**src/rtl/mode_counter.sv**
```systemverilog
// mode_counter: prescaled multi-mode counter (zero / up / down / ping-pong).
// The prescaler is a clock enable on clk; no derived clocks.
// Optional feature: define MODE_COUNTER_LOAD_EN to add the load / load_val
// parallel-load ports. Without it the block has no load ports.
module mode_counter #(
  parameter int WIDTH = 4,
  parameter int DIV   = 100_000_000
) (
  input  logic             clk,
  input  logic             rst_n,
  input  logic             en,
  input  logic [1:0]       sel,
`ifdef MODE_COUNTER_LOAD_EN
  input  logic             load,
  input  logic [WIDTH-1:0] load_val,
`endif
  output logic [WIDTH-1:0] count,
  output logic             dir,
  output logic             tick,
  output logic             wrap
);

  localparam int               DIV_W    = (DIV > 1) ? $clog2(DIV) : 1;
  localparam logic [DIV_W-1:0] PRE_LAST = DIV_W'(DIV - 1);
  localparam logic [WIDTH-1:0] MAX      = '1;

  typedef enum logic [1:0] {
    MODE_ZERO = 2'd0,
    MODE_UP   = 2'd1,
    MODE_DOWN = 2'd2,
    MODE_PING = 2'd3
  } mode_t;

  logic [DIV_W-1:0] pre;
  logic             step;
  mode_t            mode;
  logic             load_now;
  logic [WIDTH-1:0] load_data;

`ifdef MODE_COUNTER_LOAD_EN
  assign load_now  = load;
  assign load_data = load_val;
`else
  assign load_now  = 1'b0;
  assign load_data = '0;
`endif

  // Step strobe and decoded mode for the current cycle.
  always_comb begin
    step = en && (pre == PRE_LAST);
    mode = mode_t'(sel);
  end

  // Prescaler: free-running modulo-DIV counter while enabled.
  always_ff @(posedge clk or negedge rst_n) begin
    if (!rst_n) begin
      pre <= '0;
    end else if (en) begin
      pre <= (pre == PRE_LAST) ? '0 : pre + 1'b1;
    end
  end

  // Count, direction and the tick/wrap pulses.
  always_ff @(posedge clk or negedge rst_n) begin
    if (!rst_n) begin
      count <= '0;
      dir   <= 1'b0;
      tick  <= 1'b0;
      wrap  <= 1'b0;
    end else begin
      tick <= step;
      wrap <= 1'b0;
      if (load_now) begin
        count <= load_data;
      end else begin
        unique case (mode)
          MODE_ZERO: begin
            count <= '0;
            dir   <= 1'b0;
          end
          MODE_UP: begin
            if (step) begin
              count <= count + 1'b1;
              dir   <= 1'b0;
              wrap  <= (count == MAX);
            end
          end
          MODE_DOWN: begin
            if (step) begin
              count <= count - 1'b1;
              dir   <= 1'b1;
              wrap  <= (count == '0);
            end
          end
          MODE_PING: begin
            if (step) begin
              if (!dir) begin
                if (count == MAX) begin
                  count <= MAX - 1'b1;
                  dir   <= 1'b1;
                  wrap  <= 1'b1;
                end else begin
                  count <= count + 1'b1;
                end
              end else begin
                if (count == '0) begin
                  count <= {{(WIDTH-1){1'b0}}, 1'b1};
                  dir   <= 1'b0;
                  wrap  <= 1'b1;
                end else begin
                  count <= count - 1'b1;
                end
              end
            end
          end
          default: ;
        endcase
      end
    end
  end

endmodule

```
**config.mk**
```make
export PLATFORM = sky130hd
export DESIGN_NAME = mode_counter
export DESIGN_NICKNAME = d
export VERILOG_FILES = /design/src/rtl/mode_counter.sv
export SDC_FILE = /design/constraint.sdc
export NUM_CORES = 1
export LEC_CHECK = 0
export ABC_AREA = 1
export CORE_UTILIZATION = 55
export CTS_CLUSTER_SIZE = 20
export DETAILED_ROUTE_END_ITERATION = 8
export GPL_ROUTABILITY_DRIVEN = 0
export GPL_TIMING_DRIVEN = 0
export PLACE_DENSITY = 0.82
export SETUP_SLACK_MARGIN = 0.1
export SLEW_MARGIN = 30
export SYNTH_ARGS = -nofsm -noshare
export SYNTH_HDL_FRONTEND = slang
export SYNTH_SLANG_ARGS = --single-unit
```
**constraint.sdc**
```tcl
create_clock -name clk -period 1.7 [get_ports clk]
set_input_delay 0.255 -clock clk [delete_from_list [all_inputs] [get_ports clk]]
set_output_delay 0.255 -clock clk [all_outputs]
set_load 0.01 [all_outputs]
```
==> impl_metrics.ini <==
[global_route]
grt_use_total = 0.2480
grt_overflow = 0
antenna_found_initial = 0
grt_pass1_vias = 1826
grt_max_degree = 19
grt_pass1_wl_mm = 8.162

[critical_path]
cp.arrival_ns = 1.78
r2r_cells = 9
reg2reg_slack_ns = 0.1
endpoint = count[0]
cp.required_ns = 1.87
crit_type = register to register
end_kind = register
rr_startpoint = pre[1]
start_kind = register
worst_r2r_endpoint = count[0]
crit_fanout = 6
crit_start = pre[1]

[timing]
rsz0062_at_grt = true
fin_crit_ns = 1.605
tns_ns = 0
skew_ns = 0.003768
finalMaxSlewViolations = 0
min_period_over_period = 0.9438
hold_viol_final = 0
max_freq_mhz = 623.2
final-setup-viol-count = 0
slew_headroom = 0.6960
tightest_slew_ns = 0.4559

[die]
rows = 22
die_h_um = 65.85
ios = 12
die_w_um = 65.85
die_area_mm2 = 0.004336
start_util = 0.5946
fp.coreArea_mm2 = 0.003771

[min_path]
worstHoldPathType = input pin to register

[synthesis]
synth_cells = 317
synth_seq_cells = 34
async_flop_share = 1.000
synth_ff_type = dfrtp_1
synth_fp_nets = 325
yosysWarnings = 0
synthDistinctLibCells = 32
syn_avg_cell_area_um2 = 7.073
synth.cell_area_mm2 = 0.002242
synth_edf_count = 0
yosysSeqAreaShare = 0.3795

[finish]
layout.nets = 350
layout-drive-gt1-share = 0.1487
area_delta_synth_final_pct = 18.97
final_util = 0.7074
multiInputGateArea_mm2 = 0.001215
regArea_um2 = 855.8
n_antenna_cell = 0
fin_area_mm2 = 0.002668
n_fill_cell = 305

[outcome]
status = complete, no violations

[drt]
vias_per_cell = 5.371
drt_iter0_drc = 136
antenna_left = 0
wl_per_cell_um = 12.58
wl_mm = 4.920
drc_errors = 0
drt_first_pass_iters = 4
route.vias.total = 2100

[placed_design]
dpl_cell_area_mm2 = 0.002415
io_buffers = 9
dp_hpwl_mm = 3.491

[clocking]
insertion_delay_ns = 0.29
clk_pin_slew_ns = 0.07
clock_path_buffers = 2
cts-root-buf = clkbuf_8
clock-sinks = 34
cts_tree = yes
htree_levels = 2
cts_made_buffers = 5

[pwr]
vdd_drop_max_uv = 726.6
p_leak_uw = 0.001363
powerDensity_mw_per_mm2 = 911.1

[run]
maxCapViolCount = 0
per-stage QoR:
stage,power [uW],std cells,setup WS [ns],hold WS [ns]
floorplan,1504,317,0.2255,-0.04059
global placement,1636,374,-0.3226,0.4971
detailed placement,1657,375,0.06285,0.2247
CTS,2400,385,0.1112,0.2515
global route,2583,391,0.02550,0.2754
finish,2430,391,0.09549,0.2600
routing by layer:
layer / up-vias / track usage / wire [um]
met5: - / 0 / 0
met4: 0 / 0.08424 / 76
met3: 7 / 0.05172 / 201
met2: 52 / 0.3788 / 2317
met1: 984 / 0.3462 / 2324
li1: 1057 / - / -
worst min path at each step:
stage / startpoint / endpoint / slack, ns / depth (start not counted)
global placement: pre[6] / pre[6] / 0.50 / 1
global route: en / pre[1] / 0.28 / 3
CTS: sel[1] / dir / 0.25 / 3
finish: sel[1] / dir / 0.26 / 3
detailed placement: rst_n / pre[26] / 0.22 / 1
floorplan: rst_n / count[0] / -0.04 / 0
timing repair:
action | in CTS | in global routing
cloned | 0 | 1
resized for setup | 4 | 14
endpoints found under the hold margin | 16 | 0
endpoints found under the setup margin | 22 | 26
hold buffers | 1 | 0
pin swaps | 0 | 6
buffers inserted | 1 | 5
cell usage after synthesis, types with 2 or more instances:
cell | instances | area share
inv_2 | 2 | 0.0033
a31oi_1 | 4 | 0.011
nand4_1 | 9 | 0.025
inv_1 | 43 | 0.072
a21oi_1 | 12 | 0.027
nor2_4 | 2 | 0.010
nor3_1 | 4 | 0.0089
nand2_2 | 2 | 0.0056
nor2_2 | 7 | 0.020
ha_1 | 3 | 0.017
buf_6 | 3 | 0.015
nand3_1 | 38 | 0.085
dfrtp_1 | 34 | 0.38
nor2_1 | 52 | 0.087
xor2_1 | 8 | 0.031
nand2_1 | 73 | 0.12
o21ai_0 | 5 | 0.011
nand2_4 | 2 | 0.010
worst max-delay path: stages (launching register included):
cell       delay (ns)
dfrtp_1          0.40
ha_2             0.22
inv_2            0.05
nor2_4           0.14
nand2_4          0.09
nor2_4           0.14
nand3_4          0.14
clkbuf_16        0.18
nand3_1          0.07
nand2_1          0.06
state kept, by name (all words and copies together), names as in the netlist:
register,cells
pre,27
count,4
dir,1
tick,1
wrap,1
report_power, final:
part / internal, uW / leakage [uW] / switching, uW / total [uW]
combinational: 247 / 0.000897 / 368 / 615
sequential: 928 / 0.000414 / 155 / 1080
clock: 439 / 0.0000524 / 294 / 733
layout by cell type, fill, tap and decap left out, types with 4 or more instances in the layout:
cell type / instances
a21oi_1: 12
a31oi_1: 4
buf_4: 5
clkbuf_8: 6
clkdlybuf4s50_1: 8
dfrtp_1: 30
dfrtp_2: 4
inv_1: 42
nand2_1: 72
nand3_1: 37
nand4_1: 9
nor2_1: 50
nor2_2: 4
nor2_4: 7
o21ai_0: 4
xor2_1: 8
area by class of cell:
cell class,count,share of cell area
plain buffers,5,0.02111
clock buffers,7,0.02861
clock inverters,1,0.01126
inverters,45,0.06332
multi-input cells,233,0.4554
flip-flops and latches,34,0.3208
well taps,48,0.02251
repair buffers,18,0.07692
kinds of logic after synthesis:
group                    after synthesis  share of synthesized area
flip-flops                            34                     0.3795
adder cells (fa/ha/maj)                3                    0.01674
XOR/XNOR                               9                    0.03516
AO/OA/AOI/OAI                         27                    0.06920
buffers and inverters                 50                    0.09877
AND/OR/NAND/NOR                      194                     0.4007
(Power assumes the default switching activity.)
